## config.mk

```make
export PLATFORM = sky130hd
export DESIGN_NAME = regfile_wb_arbiter
export DESIGN_NICKNAME = d
export VERILOG_FILES = /design/src/rtl/regfile_wb_arbiter.sv
export SDC_FILE = /design/constraint.sdc
export NUM_CORES = 1
export LEC_CHECK = 0
export ABC_AREA = 1
export BUFFER_PORTS_ARGS = -buffer_cell sky130_fd_sc_hd__buf_2
export CAP_MARGIN = 20
export CORE_MARGIN = 4
export CORE_UTILIZATION = 46
export CTS_BUF_LIST = sky130_fd_sc_hd__clkbuf_16
export CTS_CLUSTER_DIAMETER = 40
export CTS_CLUSTER_SIZE = 14
export DETAILED_ROUTE_END_ITERATION = 12
export GPL_ROUTABILITY_DRIVEN = 0
export PLACE_DENSITY_LB_ADDON = 0.05
export SLEW_MARGIN = 20
export SYNTH_ARGS = -nofsm -noshare
export SYNTH_HDL_FRONTEND = slang
export SYNTH_SLANG_ARGS = --single-unit
```

## constraint.sdc

```tcl
create_clock -name clk_i -period 1.67 [get_ports clk_i]
set_clock_uncertainty 0.05 [all_clocks]
set_input_delay 0.0835 -clock clk_i [delete_from_list [all_inputs] [get_ports clk_i]]
set_output_delay 0.0835 -clock clk_i [all_outputs]
set_load 0.005 [all_outputs]
```

## src/rtl/regfile_wb_arbiter.sv

```systemverilog
// regfile_wb_arbiter
// Shares the single register-file write port between the ALU writeback path
// and the LSU load-return path. The ALU has fixed priority. A wait counter
// bounds LSU starvation by forcing an LSU grant. The winning write is
// registered for one cycle before it reaches the regfile write port.
module regfile_wb_arbiter #(
  parameter int MAX_WAIT = 4,
  parameter int CNT_W    = 4
) (
  input  logic        clk_i,
  input  logic        rst_i,

  input  logic        alu_valid_i,
  input  logic [4:0]  alu_rd_i,
  input  logic [31:0] alu_data_i,
  output logic        alu_ready_o,

  input  logic        lsu_valid_i,
  input  logic [4:0]  lsu_rd_i,
  input  logic [31:0] lsu_data_i,
  output logic        lsu_ready_o,

  output logic        rd_wren_o,
  output logic [4:0]  rd_addr_o,
  output logic [31:0] rd_data_o,
  output logic        forced_o
);

  localparam logic [CNT_W-1:0] MAX_CNT = CNT_W'(MAX_WAIT);

  logic [CNT_W-1:0] wait_cnt;
  logic             force_grant;

  // Grant: a starved LSU beats the ALU, otherwise the ALU wins, otherwise the LSU
  always_comb begin
    force_grant = lsu_valid_i & (wait_cnt == MAX_CNT);
    alu_ready_o = 1'b0;
    lsu_ready_o = 1'b0;
    if (force_grant) begin
      lsu_ready_o = 1'b1;
    end else if (alu_valid_i) begin
      alu_ready_o = 1'b1;
    end else if (lsu_valid_i) begin
      lsu_ready_o = 1'b1;
    end
  end

  // Count cycles a valid LSU request is refused, saturating at MAX_WAIT
  always_ff @(posedge clk_i or posedge rst_i) begin
    if (rst_i) begin
      wait_cnt <= '0;
    end else if (lsu_valid_i && !lsu_ready_o) begin
      if (wait_cnt != MAX_CNT) begin
        wait_cnt <= wait_cnt + 1'b1;
      end
    end else begin
      wait_cnt <= '0;
    end
  end

  // Register the accepted write; x0 destinations are accepted but never enabled
  always_ff @(posedge clk_i or posedge rst_i) begin
    if (rst_i) begin
      rd_wren_o <= 1'b0;
      rd_addr_o <= '0;
      rd_data_o <= '0;
      forced_o  <= 1'b0;
    end else if (alu_ready_o) begin
      rd_wren_o <= |alu_rd_i;
      rd_addr_o <= alu_rd_i;
      rd_data_o <= alu_data_i;
      forced_o  <= 1'b0;
    end else if (lsu_ready_o) begin
      rd_wren_o <= |lsu_rd_i;
      rd_addr_o <= lsu_rd_i;
      rd_data_o <= lsu_data_i;
      forced_o  <= force_grant;
    end else begin
      rd_wren_o <= 1'b0;
      forced_o  <= 1'b0;
    end
  end

endmodule

```

# ---- Word level (Yosys, flattened, before mapping)
# Index checks and enable logic that the tools add are counted.
dict set report word_totals {
  reg_bits 43
  in_bits 78
  out_inout_bits 41
  wordCells 30
}
dict set report op_classes {
  n_addsub 1
  n_eq_ne 3
  mux 15
  bitwise 1
  n_reduce_logical 5
}
# operator count
set op_table {}
lappend op_table {{$mux W32} 2}
lappend op_table {{$mux W5} 2}
lappend op_table {{$reduce_or A5 Y1} 2}
lappend op_table {{$mux W1} 9}
lappend op_table {{$mux W4} 2}
lappend op_table {{$add A4 B1 Y4 const B} 1}
lappend op_table {{$eq A4 B3 Y1 const B} 1}
lappend op_table {{$ne A4 B3 Y1 const B} 1}
lappend op_table {{$ne A2 B1 Y1 const B} 1}
lappend op_table {{$reduce_bool A2 Y1} 1}
lappend op_table {{$and A1 B1 Y1} 1}
lappend op_table {{$logic_and A1 B1 Y1} 1}
lappend op_table {{$logic_not A1 Y1} 1}

# ---- Logic depth before layout (Yosys ltp)
# Gate-level depths: netlist of the first run.
dict set report depth {
  word_depth 6
  ltp_mapped 10
  ltp_nobuf 9
}

# ---- Least setup slack after synthesis of the first run
# OpenSTA, ideal clock, no wires.
dict set report synth_timing {
  path_type {reg-to-reg}
  start {register wait_cnt[0]}
  end {register rd_data_o[10]}
  setup_time_ns 0.117
  arrival_time_ns 1.188
  required_time_ns 1.503
  slack_ns 0.315
  stages_incl_launch_ff 11
  path_buffers 2
  path_cell_list {dfrtp_1 inv_1 ha_1 nand2_1 inv_1 nand2_2 buf_6 buf_6 nand3_1 nand3_1 nand2_1}
}
dict set report synth_between {
  elab_chain_len 4
  word_cells_on_any_way 6
}
# element line_no
set synth_rtl {}
lappend synth_rtl {{start: declaration} 31} ;# logic [CNT_W-1:0] wait_cnt;
lappend synth_rtl {{start signal: assignment} 54} ;# wait_cnt <= wait_cnt + 1'b1;
lappend synth_rtl {{$eq A4 B3 Y1 *} 36} ;# force_grant = lsu_valid_i & (wait_cnt == MAX_CNT);
lappend synth_rtl {{$and A1 B1 Y1 *} 36}
lappend synth_rtl {{$mux W1} 39} ;# if (force_grant) begin
lappend synth_rtl {{$mux W32 or $reduce_bool A2 Y1 (tied branches)} n/a}
lappend synth_rtl {{end signal: assignment} 71} ;# rd_data_o <= alu_data_i;
lappend synth_rtl {{end signal: assignment} 76} ;# rd_data_o <= lsu_data_i;
lappend synth_rtl {{end: declaration} 25} ;# output logic [31:0] rd_data_o,
# Mark *: on every way between the ends. The rest lies on a longest branch, timed or not.
# A chain may end at the register's enable or synchronous reset.

# ---- Final worst setup path of the first run
dict set report layout_timing {
  start {register wait_cnt[0]}
  end {output alu_ready_o}
}
dict set report layout_between {
  elab_chain_len 3
}
# element line_no
set layout_rtl {}
lappend layout_rtl {{$eq A4 B3 Y1} 36}
lappend layout_rtl {{$and A1 B1 Y1} 36}
lappend layout_rtl {{$mux W1} 39}
lappend layout_rtl {{end: declaration} 16} ;# output logic alu_ready_o,
# Every way passes these cells.

==> run metrics, run 1 <==
status=finished clean; Std-Cell Rows=26; share of post-route cells with drive strength above 1=0.314; Max Cap Violations=0; vias in the first global route=2379; post-synthesis cell area=2420 um^2; critical path's top delay family=buffers and inverters; ys flop type=dfrtp_1; HPWL after DPL=4630 um; Final TNS setup=0 ns; post-route setup slack=0.0567 ns; Nets=553; Clock Power Share=0.387; CP Data Required Time=1.54 ns; critical path depth=9; Die W=80.5 um; commonest non-fill, non-tap cell in the layout=buf_2; largest net degree at the start of global routing=37; Reg clk slew, reported paths=0.06 ns; Worst Tran Pin Value=0.641 ns; register-to-register setup slack=0.15 ns; CTS tree=done; CP arrival=1.48 ns; Reg2Reg Depth=9; Worst-Skew Late Latency=0.28 ns; Via density=4.54; CTS sink cnt=43; Ys Warns=0; H-tree depth=2; drt wl/cell=11.9 um; Reg-to-Reg End=rd_data_o[8]; worst setup path end=alu_ready_o; Layout Cell Area excl Fill=3330 um^2; maximum VDD drop=0.000648 V; EDFF count, synth=0; Total Wirelength=6500 um; HP Start=lsu_data_i[1]; CP endpoint kind=primary output; unrepaired setup endpoints after global routing=true; peak fanout along the critical path=6; Crit Reg-Reg Startpoint=wait_cnt[0]; Final Total Pwr=0.00280 W; CTS root buffer=clkbuf_16; Longest Clk Path Bufs=2; fraction of registers with async set/reset=1.00; Detail Route Antenna Nets=0; #FFs+latches synth=43; total placed instance area=3080 um^2; leading cell types in the layout, fill and taps excluded=118 x buf_2, 113 x nand2_1, 78 x inv_1; Crit Path Class=flip-flop to primary output; Fin. Hold Viols=0; max_slew headroom=0.572; syn_area_per_cell=6.96 um^2; die height=80.5 um; CP max stage cell=dfrtp_1; drt pass-1 iters=4; sequential share of power=0.427; Final Util=0.652; CP startpoint kind=flip-flop; DP Worst Slack=0.142 ns; Final Critical Period=1.61 ns; die area=6490 um^2; switching part of the total=0.254; worst hold path type=input pin to flip-flop; CP max stage delay=0.35 ns; Post-Synthesis Cells=348; Critical Path Source=wait_cnt[0]; number of I/O port buffers=118; GRT overflow=0; initial DRC count=97; Yosys cell types=19; initial core utilization=0.474; initial antenna violation count=0; Internal Power=0.00209 W; Final period util=0.966; Final Setup Violations=0; Global Route Usage Sum=0.210; Vias=2470; leak pwr=2.09 nW; Synth-to-Final Area Change=37.5%; combinational share of power=0.187; worst path bufs/invs=5; fmax=620 MHz; Syn Nets=428; switching power=0.000710 W; Top Ports=119; drt drc=0; PwrDens=840 nW/um^2; first-pass GRT wire length=10600 um; core area=5110 um^2; Seq/Total Area, Yosys=0.444; Crit path top cell by count=inv_1; critical-path cell list=inv_1 -> ha_1 -> nand2_1 -> inv_1 -> nand2_2 -> nand2_4 -> buf_6 -> inv_2 -> buf_2; CTS Buf Count=5; fin. max-slew vios=0; ANT cells=0
-- final cells by class --
type	count	area (um^2)
Fill cell	491	1780
Sequential cell	43	1080
Multi-Input combinational cell	207	938
Timing Repair Buffer	135	758
Inverter	81	304
Clock buffer	5	125
Tap cell	70	87.6
Clock inverter	3	38.8
-- worst min path at each step --
stage                          to  slack, ns  cells after the start
floorplan            rd_addr_o[4]       0.15                      2
global placement         forced_o        0.1                      2
detailed placement       forced_o       0.10                      2
CTS                  rd_data_o[1]       0.04                      5
global route        rd_data_o[28]       0.06                      5
finish               rd_data_o[1]       0.04                      5
-- Yosys cell counts, types with 2 or more instances --
cell type,n,share of area
nand2_2,2,0.0052
clkbuf_1,3,0.0047
buf_4,4,0.012
ha_1,2,0.010
buf_2,7,0.014
nand3_1,69,0.14
nand3_2,3,0.012
dfrtp_1,43,0.44
inv_1,80,0.12
nor2_1,10,0.016
nand2_1,114,0.18
o21ai_0,2,0.0041
buf_6,3,0.014
-- metrics by stage --
step                hold slack [ns]  instances
floorplan                     0.153        348
global placement             0.0954        528
detailed placement            0.101        528
CTS                          0.0369        541
global route                 0.0589        544
finish                       0.0388        544
-- state kept, by name (all words and copies together) (netlist names) --
name / cells
rd_addr_o: 5
wait_cnt: 4
rd_data_o: 32
rd_wren_o: 1
forced_o: 1
-- cells by family after synthesis --
family / share of synthesized area
buffers and inverters: 0.171
and+or+nand+nor: 0.363
adders and majority gates: 0.0103
xor gates and xnor gates: 0.00724
DFF: 0.444
AOI/OAI and AO/OA: 0.00413
-- power groups by stage --
stage | Clock (W) | Combinational [W] | Sequential [W]
floorplan | 0 | 0.000243 | 0.00122
global placement | 0 | 0.000506 | 0.00121
detailed placement | 0 | 0.000512 | 0.00121
CTS | 0.00111 | 0.000525 | 0.00119
global route | 0.00115 | 0.000596 | 0.00121
finish | 0.00108 | 0.000522 | 0.00119
-- metal layers --
metal | up-vias | share of wire | wire (um) | global-route usage
li1 | 1283 | - | - | -
met1 | 1095 | 0.45 | 2940 | 0.264
met2 | 83 | 0.45 | 2920 | 0.353
met3 | 9 | 0.083 | 540 | 0.0516
met4 | 0 | 0.016 | 101 | 0.0676
met5 | - | 0 | 0 | 0
-- worst register-to-register path, stage by stage, from the launching register on --
cell,delay (ns)
dfrtp_1,0.35
inv_1,0.05
ha_1,0.19
nand2_1,0.06
inv_1,0.04
nand2_2,0.11
buf_4,0.26
nand3_1,0.13
nand3_1,0.11
nand2_1,0.06
-- timing repair --
action	in CTS	in global routing
hold buffers	3	0
buffers inserted	2	3
gates resized for setup	1	4
pin swaps	0	0
endpoints found under the hold margin	24	0
endpoints found under the setup margin	2	2
Power figures use the tool's default switching activity.
==> run 2: changes to the inputs <==
--- a/config.mk
+++ b/config.mk
@@ -16,7 +16,6 @@
 export DETAILED_ROUTE_END_ITERATION = 12
 export GPL_ROUTABILITY_DRIVEN = 0
 export PLACE_DENSITY_LB_ADDON = 0.05
-export SLEW_MARGIN = 20
 export SYNTH_ARGS = -nofsm -noshare
 export SYNTH_HDL_FRONTEND = slang
 export SYNTH_SLANG_ARGS = --single-unit
==> constraint.sdc (replaced) <==
create_clock -name clk_i -period 1.67 [get_ports clk_i]
set_clock_uncertainty 0.05 [all_clocks]
set_input_delay 0 -clock clk_i [delete_from_list [all_inputs] [get_ports clk_i]]
set_output_delay 0 -clock clk_i [all_outputs]
set_load 0.005 [all_outputs]
==> run 2 against run 1 <==
The flow now finishes with violations (negative hold slack); hold slack worse by 0.040 ns; clock-buffer cell count did not move; first-iteration DRC count rose by 42%; wire length increased by 11%; total power fell by 3.2%; die area is the same; via count increased by 8.4%; utilization is 8.0 points higher; combinational power is 16% higher; clock power down 16%; largest cell class is now buffers; highest routed layer unchanged.
==> run metrics, run 2 (synthesis results as in run 1) <==
Via density=4.59; Final Util=0.732; hold slack final=-0.00130 ns; dpl cells=528; wl on met1=3050 um; Reg2Reg Depth=10; metal3 WL=564 um; CP arrival=1.53 ns; maximum VDD drop=0.000419 V; Top Ports=119; post-route setup slack=0.0926 ns; commonest non-fill, non-tap cell in the layout=buf_2; Final Critical Period=1.58 ns; leading cell types in the layout, fill and taps excluded=117 x buf_2, 113 x nand2_1, 79 x inv_1; register-to-register setup slack=0.17 ns; initial core utilization=0.474; core area=5110 um^2; Vias=2678; Largest regs=rd_data_o x32, rd_addr_o x5, wait_cnt x4; Longest Clk Path Bufs=2; Nets=593; share of post-route cells with drive strength above 1=0.276; number of I/O port buffers=118; leak pwr=2.25 nW; worst hold path type=input pin to flip-flop; unrepaired setup endpoints after global routing=true; drt wl/cell=12.4 um; H-tree depth=2; Crit path top cell by count=inv_1; Std-Cell Rows=26; Hold Path Stages=5; first-pass GRT wire length=12000 um; Largest register FFs=32; CTS sink cnt=43; die height=80.5 um; failing checks=negative hold slack; CP Data Required Time=1.62 ns; ANT cells=0; Worst Tran Pin Value=0.492 ns; Worst-Skew Late Latency=0.28 ns; Synth-to-Final Area Change=54.4%; CTS Buf Count=5; # Post-CTS Setup Buffers=0; peak fanout along the critical path=26; CP endpoint kind=primary output; status=finished with violations; Die W=80.5 um; die area=6490 um^2; fmax=634 MHz; critical-path cell list=inv_1 -> ha_1 -> nand2_1 -> inv_1 -> nand2_2 -> buf_12 -> nand2_8 -> buf_6; Detail Route Antenna Nets=0; PwrDens=724 nW/um^2; Crit Reg-Reg Startpoint=wait_cnt[0]; Final period util=0.945; initial DRC count=138; DR top layer=met4; Final Non-Filler Cells=584; max_slew headroom=0.671; largest net degree at the start of global routing=36; Total Wirelength=7230 um; CTS tree=done; CP startpoint kind=flip-flop; initial antenna violation count=0; Global Route Usage Sum=0.238; HPWL after DPL=4640 um; Min-Delay Endpoint=rd_data_o[21]; GRT overflow=0; Crit Path Class=flip-flop to primary output; drt drc=0; Final TNS setup=0 ns; drt pass-1 iters=4; CP max stage delay=0.39 ns; CTS root buffer=clkbuf_16; Reg clk slew, reported paths=0.06 ns; Reg-to-Reg End=rd_data_o[19]; Final Setup Violations=0; routed length on met2=3490 um; HP Start=alu_data_i[21]; vias in the first global route=2659; Max Cap Violations=0; DP Worst Slack=0.116 ns; Fin. Hold Viols=2; CP max stage cell=dfrtp_1; fin. max-slew vios=0; Top reg by flops=rd_data_o
==> run 2: layer usage <==
metal | track usage | vias up
li1 | - | 1368
met1 | 0.299 | 1198
met2 | 0.396 | 102
met3 | 0.0504 | 10
met4 | 0.0946 | 0
met5 | 0 | -
==> run 2: how the worst max path moves through the flow <==
stage	from	end	depth (start not counted)
after floorplan	wait_cnt[0]	rd_data_o[10]	10
after global placement	wait_cnt[0]	rd_data_o[31]	10
after detailed placement	wait_cnt[0]	rd_data_o[19]	10
after CTS	wait_cnt[0]	lsu_ready_o	8
after global routing	wait_cnt[0]	lsu_ready_o	8
final	wait_cnt[0]	lsu_ready_o	8
==> run 2: where the power goes <==
part / internal [W] / switching, W / total, W
Sequential: 0.00114 / 0.0000522 / 0.00119
Clock: 0.000538 / 0.000369 / 0.000906
Combinational: 0.000314 / 0.000294 / 0.000608
Total: 0.00199 / 0.000715 / 0.00271
==> run 2: stage by stage <==
stage	power, W	cell area (um^2)
floorplan	0.00146	2420
global placement	0.00172	3090
detailed placement	0.00172	3090
CTS	0.00273	3710
global route	0.00288	3740
finish	0.00271	3740
==> run 2: layout make-up <==
| class | count | area, um^2 |
|---|---|---|
| Clock buffer | 5 | 125 |
| Clock inverter | 3 | 11.3 |
| Fill cell | 425 | 1370 |
| Inverter | 81 | 304 |
| Multi-Input combinational cell | 207 | 952 |
| Sequential cell | 43 | 1080 |
| Tap cell | 70 | 87.6 |
| Timing Repair Buffer | 175 | 1180 |
==> run 2: worst max-delay path: cells and delay by family (launching register included) <==
family	cells	cell delay [ns]
DFF	1	0.39
adders and majority gates	1	0.19
buffers and inverters	4	0.42
and+or+nand+nor	3	0.25
==> run 2: repair_timing <==
action / in CTS / in global routing
gates resized for setup: 0 / 6
hold buffers: 48 / 0
setup endpoints to repair: 0 / 31
hold endpoints to repair: 59 / 0
